$ cat config.mk
export PLATFORM = sky130hd
export DESIGN_NAME = rv_alu
export DESIGN_NICKNAME = d
export VERILOG_FILES = /design/src/rtl/rv_alu.sv
export SDC_FILE = /design/constraint.sdc
export NUM_CORES = 1
export LEC_CHECK = 0
export BUFFER_PORTS_ARGS = -buffer_cell sky130_fd_sc_hd__buf_2
export CAP_MARGIN = 30
export CORE_UTILIZATION = 50
export CTS_BUF_LIST = sky130_fd_sc_hd__clkbuf_8
export CTS_CLUSTER_DIAMETER = 60
export CTS_CLUSTER_SIZE = 20
export DETAILED_ROUTE_END_ITERATION = 10
export PLACE_DENSITY = 0.78
export SYNTH_ARGS = -nofsm -noshare
export SYNTH_HDL_FRONTEND = slang
export SYNTH_SLANG_ARGS = --single-unit
$ cat constraint.sdc
create_clock -name clk -period 1.2 [get_ports clk]
set_input_delay 0.06 -clock clk [delete_from_list [all_inputs] [get_ports clk]]
set_output_delay 0.06 -clock clk [all_outputs]
set_load 0.05 [all_outputs]
$ cat src/rtl/rv_alu.sv
// rv_alu: RV32I execute-stage integer ALU with a registered result.
// Latency 1: the edge that samples enable=1 with a legal encoding loads result.
// No backpressure: one operation per cycle; illegal encodings hold result.
//
// Ports:
//   clk        system clock, rising edge
//   rst        asynchronous active-low reset
//   instr      RV32I instruction word, sampled when enable=1
//   op1        rs1, or the upper immediate / PC+imm for LUI/AUIPC
//   op2        rs2 (R-type) or the sign-extended immediate (I-type)
//   enable     issue strobe
//   result     registered result
//   instr_exec one-cycle pulse: result was updated by the last edge
//
// Optional feature: define ALU_MULDIV_EN to add MUL/MULH/MULHSU/MULHU
// under R-type funct7=0000001. Without it those encodings are illegal
// and no multiplier exists.
module rv_alu (
  input  logic        clk,
  input  logic        rst,
  input  logic [31:0] instr,
  input  logic [31:0] op1,
  input  logic [31:0] op2,
  input  logic        enable,
  output logic [31:0] result,
  output logic        instr_exec
);

  localparam logic [6:0] OPC_OP     = 7'b0110011;
  localparam logic [6:0] OPC_OP_IMM = 7'b0010011;
  localparam logic [6:0] OPC_LUI    = 7'b0110111;
  localparam logic [6:0] OPC_AUIPC  = 7'b0010111;

  localparam logic [6:0] F7_BASE = 7'b0000000;
  localparam logic [6:0] F7_ALT  = 7'b0100000;
  localparam logic [6:0] F7_MUL  = 7'b0000001;

  logic [6:0]  opcode;
  logic [2:0]  funct3;
  logic [6:0]  funct7;
  logic [4:0]  shamt;

  assign opcode = instr[6:0];
  assign funct3 = instr[14:12];
  assign funct7 = instr[31:25];
  // Only the low five bits of op2 are a shift amount; the rest are ignored.
  assign shamt  = op2[4:0];

  // Register-number and rd fields are resolved elsewhere in the pipeline.
  logic unused_instr;
  assign unused_instr = ^{instr[24:15], instr[11:7]};

  // Shared datapath terms; R-type and I-type differ only in legality.
  logic [31:0] add_val;
  logic [31:0] sub_val;
  logic [31:0] sll_val;
  logic [31:0] srl_val;
  logic [31:0] sra_val;
  logic [31:0] slt_val;
  logic [31:0] sltu_val;

  assign add_val  = op1 + op2;
  assign sub_val  = op1 - op2;
  assign sll_val  = op1 << shamt;
  assign srl_val  = op1 >> shamt;
  assign sra_val  = $unsigned($signed(op1) >>> shamt);
  assign slt_val  = {31'b0, ($signed(op1) < $signed(op2))};
  assign sltu_val = {31'b0, (op1 < op2)};

`ifdef ALU_MULDIV_EN
  // Each variant is a 64-bit product of suitably extended operands, so the
  // high word falls out of the correct signedness without correction terms.
  logic signed [63:0] mul_ss;
  logic signed [63:0] mul_su;
  logic        [63:0] mul_uu;

  assign mul_ss = $signed({{32{op1[31]}}, op1}) * $signed({{32{op2[31]}}, op2});
  assign mul_su = $signed({{32{op1[31]}}, op1}) * $signed({32'b0, op2});
  assign mul_uu = {32'b0, op1} * {32'b0, op2};

  logic unused_mul;
  assign unused_mul = ^{mul_su[31:0], mul_uu[31:0]};
`endif

  logic [31:0] alu_val;
  logic        alu_legal;

  always_comb begin
    alu_val   = '0;
    alu_legal = 1'b0;
    unique case (opcode)
      OPC_OP: begin
        if (funct7 == F7_BASE) begin
          alu_legal = 1'b1;
          unique case (funct3)
            3'b000:  alu_val = add_val;
            3'b001:  alu_val = sll_val;
            3'b010:  alu_val = slt_val;
            3'b011:  alu_val = sltu_val;
            3'b100:  alu_val = op1 ^ op2;
            3'b101:  alu_val = srl_val;
            3'b110:  alu_val = op1 | op2;
            default: alu_val = op1 & op2;
          endcase
        end else if (funct7 == F7_ALT) begin
          if (funct3 == 3'b000) begin
            alu_legal = 1'b1;
            alu_val   = sub_val;
          end else if (funct3 == 3'b101) begin
            alu_legal = 1'b1;
            alu_val   = sra_val;
          end
        end
`ifdef ALU_MULDIV_EN
        else if (funct7 == F7_MUL) begin
          // funct3 100-111 (divide group) stays illegal.
          alu_legal = ~funct3[2];
          unique case (funct3[1:0])
            2'b00:   alu_val = mul_ss[31:0];
            2'b01:   alu_val = mul_ss[63:32];
            2'b10:   alu_val = mul_su[63:32];
            default: alu_val = mul_uu[63:32];
          endcase
        end
`endif
      end
      OPC_OP_IMM: begin
        unique case (funct3)
          3'b000: begin alu_legal = 1'b1; alu_val = add_val;  end
          3'b010: begin alu_legal = 1'b1; alu_val = slt_val;  end
          3'b011: begin alu_legal = 1'b1; alu_val = sltu_val; end
          3'b100: begin alu_legal = 1'b1; alu_val = op1 ^ op2; end
          3'b110: begin alu_legal = 1'b1; alu_val = op1 | op2; end
          3'b111: begin alu_legal = 1'b1; alu_val = op1 & op2; end
          3'b001: begin
            alu_legal = (funct7 == F7_BASE);
            alu_val   = sll_val;
          end
          default: begin
            // funct3 101: the funct7 field selects logical vs arithmetic.
            if (funct7 == F7_BASE) begin
              alu_legal = 1'b1;
              alu_val   = srl_val;
            end else if (funct7 == F7_ALT) begin
              alu_legal = 1'b1;
              alu_val   = sra_val;
            end
          end
        endcase
      end
      OPC_LUI, OPC_AUIPC: begin
        // Upstream already formed the upper immediate or PC+imm.
        alu_legal = 1'b1;
        alu_val   = op1;
      end
      default: begin
        alu_legal = 1'b0;
        alu_val   = '0;
      end
    endcase
  end

  always_ff @(posedge clk or negedge rst) begin
    if (!rst) begin
      result     <= '0;
      instr_exec <= 1'b0;
    end else begin
      instr_exec <= 1'b0;
      if (enable && alu_legal) begin
        result     <= alu_val;
        instr_exec <= 1'b1;
      end
    end
  end

endmodule

==> flow_summary_export.csv, run 1 <==
group,metric,value,unit
logic_synthesis,syn_inst,1794,
die,die_w,160.4,µm
die,die_y,160.4,µm
outcome,first-error,"[ERROR GRT-0232] Routing congestion too high. Check the congestion heatmap in the GUI.",
die,io_pins,132,
sta,postGrtWorstEndpoint,"result[27]$_DFFE_PN0P_/D",
die,row_count,57,
placed_design,placedCellCount,2759,
die,start_util,0.5131,
sta,worst_endpoint_kind,"register data pin",
logic_synthesis,synthArstFlopShare,1.000,
cts,numCtsBuffers,5,
global_routing,grt_usage,0.7891,
logic_synthesis,yosysWarnings,0,
outcome,haltStage,"global routing (5_1_grt)",
logic_synthesis,syn-cell-area,12550,µm²
logic_synthesis,ys_ff_latch,33,
cts,htree_levels,2,
logic_synthesis,syn_nets,1992,
cts,root_buffer,"clkbuf_8",
cts,cts.sinks,33,
global_routing,grt_max_degree,49,
logic_synthesis,synth_edf_count,0,
logic_synthesis,syn_avg_cell_area,6.996,µm²
placed_design,dp_hpwl,57920,µm
logic_synthesis,yosys-top-cells-area,"ha_1 9.7%, mux4_2 9.2%, nor2_1 6.8%, a21oi_1 6.7%, dfrtp_1 6.6%",
global_routing,grt-ovfl-total,136,
placed_design,place_congestion,1.169,
logic_synthesis,ys_top_cells_by_count,"229 x nor2_1, 172 x nand2_1, 167 x a21oi_1, 115 x inv_1, 114 x o21ai_0",
logic_synthesis,synth.most_common_cell,"nor2_1",
logic_synthesis,yosys_most_used_dff,"dfrtp_1",
logic_synthesis,yosysTopAreaCellShare,0.09670,
outcome,status,"stopped before the end",
logic_synthesis,netlist-cell-type-count,102,
cts,cts_buffer_depth,2,
logic_synthesis,synth_top_area_cell,"ha_1",
logic_synthesis,seq_area_frac_synth,0.06580,
placed_design,io_buffers,116,
==> kinds of logic after synthesis <==
logic type	count (synthesis)	share of synthesized area
AO/OA/AOI/OAI	646	0.3486
AND/OR/NAND/NOR	563	0.1998
buffers and inverters	278	0.09560
multiplexers	134	0.1617
adder cells (fa/ha/maj)	99	0.09989
XOR/XNOR	41	0.02861
flip-flops	33	0.06580
==> what timing repair did <==
action | 4_1_cts
gates cloned | 5
pin swaps | 112
endpoints found under the setup margin | 33
endpoints found under the hold margin | 33
hold buffers | 1
setup buffers | 40
resized for setup | 280
==> routing by layer <==
layer	GRT overflow	global-route usage
met1	3	0.7988
met2	74	0.9471
met3	5	0.6521
met4	53	0.7658
met5	1	0.2614
==> through the flow <==
stage	utilization	worst slack (ps)	instance area [µm²]
4_1_cts	0.8194	-1295	20050
3_3_place_gp	0.7477	-1804	18290
3_5_place_dp	0.7477	-1878	18290
2_1_floorplan	-	-1488	12980
==> run 2: changes to the inputs <==
CORE_UTILIZATION = 35   (was 50)
CTS_BUF_LIST = not set   (was sky130_fd_sc_hd__clkbuf_8)
CTS_CLUSTER_DIAMETER = not set   (was 60)
CTS_CLUSTER_SIZE = not set   (was 20)
PLACE_DENSITY = not set   (was 0.78)
PLACE_DENSITY_LB_ADDON = 0.15   (was not set)
clock period = 1.6 ns   (was 1.2 ns; I/O delays follow)
==> run 2 against run 1 <==
Net effect: the flow now finishes, with violations (negative setup slack); area after synthesis unchanged; synthesized cell count unchanged.
==> flow_summary_export.csv, run 2 <==
group,metric,value,unit
routing,vias,18890,
layout,area_growth,72.96,%
logic_synthesis,synth_edf_count,0,
cts,cts.reportedPaths.clkPinSlew,60,ps
layout,drive_above_1_share,0.5091,
sta,maxSlewViolCount,0,
die,core-area,34880,µm²
critical_path,crit_path_cell_trace,"buf_12, inv_8, buf_4, fa_2, nor2b_4, o21a_1, o21ai_2, a2bb2oi_4, a32oi_4, a21oi_4, o31ai_4, a21oi_2, or4_1, a31oi_1",
sta,fin_crit,2652,ps
critical_path,cp_data_required_time,1810,ps
layout,nets,2733,
placed_design,place_congestion,1.102,
sta,fin_ws,-1052,ps
cts,cts_tree,"built",
logic_synthesis,syn_nets,1992,
pwr,power_density,510.1,nW/µm²
layout,layout_commonest_cell,"buf_4",
outcome,status,"finished with violations",
logic_synthesis,synthArstFlopShare,1.000,
global_routing,grt_pass1_vias,18160,
layout,layout_common_cells,"679 x buf_4, 205 x nor2_1, 162 x nand2_1, 127 x a21oi_1, 100 x buf_2",
outcome,violations,"negative setup slack",
logic_synthesis,yosysTopAreaCellShare,0.09670,
logic_synthesis,yosys_most_used_dff,"dfrtp_1",
cts,htree_levels,2,
critical_path,end_kind,"flip-flop",
critical_path,cp_slowest_cell,"or4_1",
layout,largest_register_ffs,32,
logic_synthesis,yosysWarnings,0,
cts,clock_latency,290,ps
routing,first_pass_iters,6,
routing,avgViaCountPerCell,6.313,
sta,clock.fmax,377.1,MHz
cts,root_buffer,"clkbuf_16",
layout,instances_no_fill,2992,
pwr,total_power,11.07,mW
pwr,p_leak,9.807,nW
logic_synthesis,synth.most_common_cell,"nor2_1",
critical_path,cp_max_fo,4,
cts,cts_buffer_depth,2,
global_routing,grt-ovfl-total,0,
layout,final_util,0.6223,
sta,rsz0062_at_grt,"yes",
die,die_area,36620,µm²
sta,setup_viol_count_final,32,
sta,hold_viol,0,
routing,drcViolationCount,0,
die,io_pins,132,
logic_synthesis,synth_top_area_cell,"ha_1",
worst_hold_path,min_path_type,"in -> reg",
layout,top_regs,"result x32, instr_exec x1",
global_routing,antenna_found_initial,7,
placed_design,io_buffers,116,
die,die_w,191.4,µm
layout,nFillCells,3164,
critical_path,cp-start-kind,"input pin",
logic_synthesis,syn_inst,1794,
placed_design,dp_hpwl,67260,µm
cts,numCtsBuffers,5,
logic_synthesis,ys_ff_latch,33,
critical_path,ff2ff_path_depth,5,
critical_path,worst-setup-path-type,"in -> reg",
global_routing,grt_max_degree,53,
worst_hold_path,whs_path_depth,4,
routing,drt_iter0_markers,2132,
critical_path,arrival,2860,ps
logic_synthesis,seq_area_frac_synth,0.06580,
die,die_y,191.4,µm
sta,skew,0,ps
global_routing,grt_usage,0.4539,
critical_path,cpPeakStageDelay,400,ps
die,row_count,68,
die,start_util,0.3598,
logic_synthesis,netlist-cell-type-count,102,
routing,detail_route.wirelength,85230,µm
placed_design,placedCellCount,2912,
global_routing,grt_pass1_wl,120800,µm
flow_run,drv_cap,0,
routing,wl_per_cell,28.49,µm
placed_design,place_ws,-1551,ps
logic_synthesis,yosys-top-cells-area,"ha_1 9.7%, mux4_2 9.2%, nor2_1 6.8%, a21oi_1 6.7%, dfrtp_1 6.6%",
logic_synthesis,syn-cell-area,12550,µm²
routing,antenna_left,0,
sta,worst_pin_slew,729.4,ps
sta,fin_crit_sh,1.657,
cts,cts.sinks,33,
layout,regMostFlops,"result",
sta,slew-limit-headroom,0.5086,
pwr,ir_worst_vdd,805.9,µV
logic_synthesis,ys_top_cells_by_count,"229 x nor2_1, 172 x nand2_1, 167 x a21oi_1, 115 x inv_1, 114 x o21ai_0",
logic_synthesis,syn_avg_cell_area,6.996,µm²
[run 2: cell counts after synthesis]
Identical to the previous run, type by type.
[run 2: final timing paths]
| path | slack, ps | startpoint | to |
|---|---|---|---|
| max | -1050 | op2[1] | result[30] |
| max in group asynchronous | 830 | rst | result[28] |
| min | 210 | enable | result[23] |
| max reg2reg | 190 | result[26] | result[26] |
| min reg2reg | 480 | result[22] | result[22] |
| min in group asynchronous | 270 | rst | result[14] |
[run 2: critical path: cells and delay by family]
kind | cells | cell delay, ps
buffers and inverters | 3 | 270
AO/OA/AOI/OAI | 8 | 1550
adder cells (fa/ha/maj) | 1 | 390
AND/OR/NAND/NOR | 2 | 530
[run 2: through the flow]
stage / setup TNS, ps / hold slack [ps] / instance area [µm²]
after CTS: -25030 / 238.1 / 20700
after detailed placement: -43680 / 60.50 / 18680
after global placement: -42940 / 58.77 / 18670
after floorplan: -24800 / -215.6 / 12980
after global routing: -28870 / 259.3 / 21710
final: -26480 / 214.8 / 21710
[run 2: area by class of cell]
class                   count  area, µm²  share of cell area
clock buffers               6      128.9            0.005937
multi-input cells        1483      12480              0.5749
repair buffers            889       7172              0.3304
inverters                 123      519.2             0.02392
flip-flops and latches     33      825.8             0.03804
well taps                 455      569.3             0.02622
clock inverters             2      10.01           0.0004611
diodes                      1      2.502           0.0001153
[run 2: report_power, final]
group	leakage [nW]	internal (mW)	switching, mW
sequential	0.420	1.02	0.129
clock	0.0706	0.574	0.452
combinational	9.32	3.81	5.09
[run 2: per-layer routing]
| layer | vias up | GRT usage | part of all wire |
|---|---|---|---|
| li1 | 8121 | - | - |
| met4 | 8 | 0.2839 | 0.074 |
| met3 | 337 | 0.1184 | 0.12 |
| met5 | - | 0 | 0.00057 |
| met1 | 9126 | 0.5687 | 0.38 |
| met2 | 1297 | 0.6898 | 0.43 |
[run 2: cells by family after synthesis]
family,synth area share
buffers and inverters,0.09560
AO/OA/AOI/OAI,0.3486
adder cells (fa/ha/maj),0.09989
XOR/XNOR,0.02861
AND/OR/NAND/NOR,0.1998
multiplexers,0.1617
flip-flops,0.06580
[run 2: timing repair]
action	in CTS	in global routing
endpoints found under the setup margin	32	33
resized for setup	329	176
hold endpoints to repair	15	0
pin swaps	120	110
setup buffers	46	34
hold buffers	1	0
gates cloned	4	0
No activity file was read; power rests on OpenSTA's default activity.
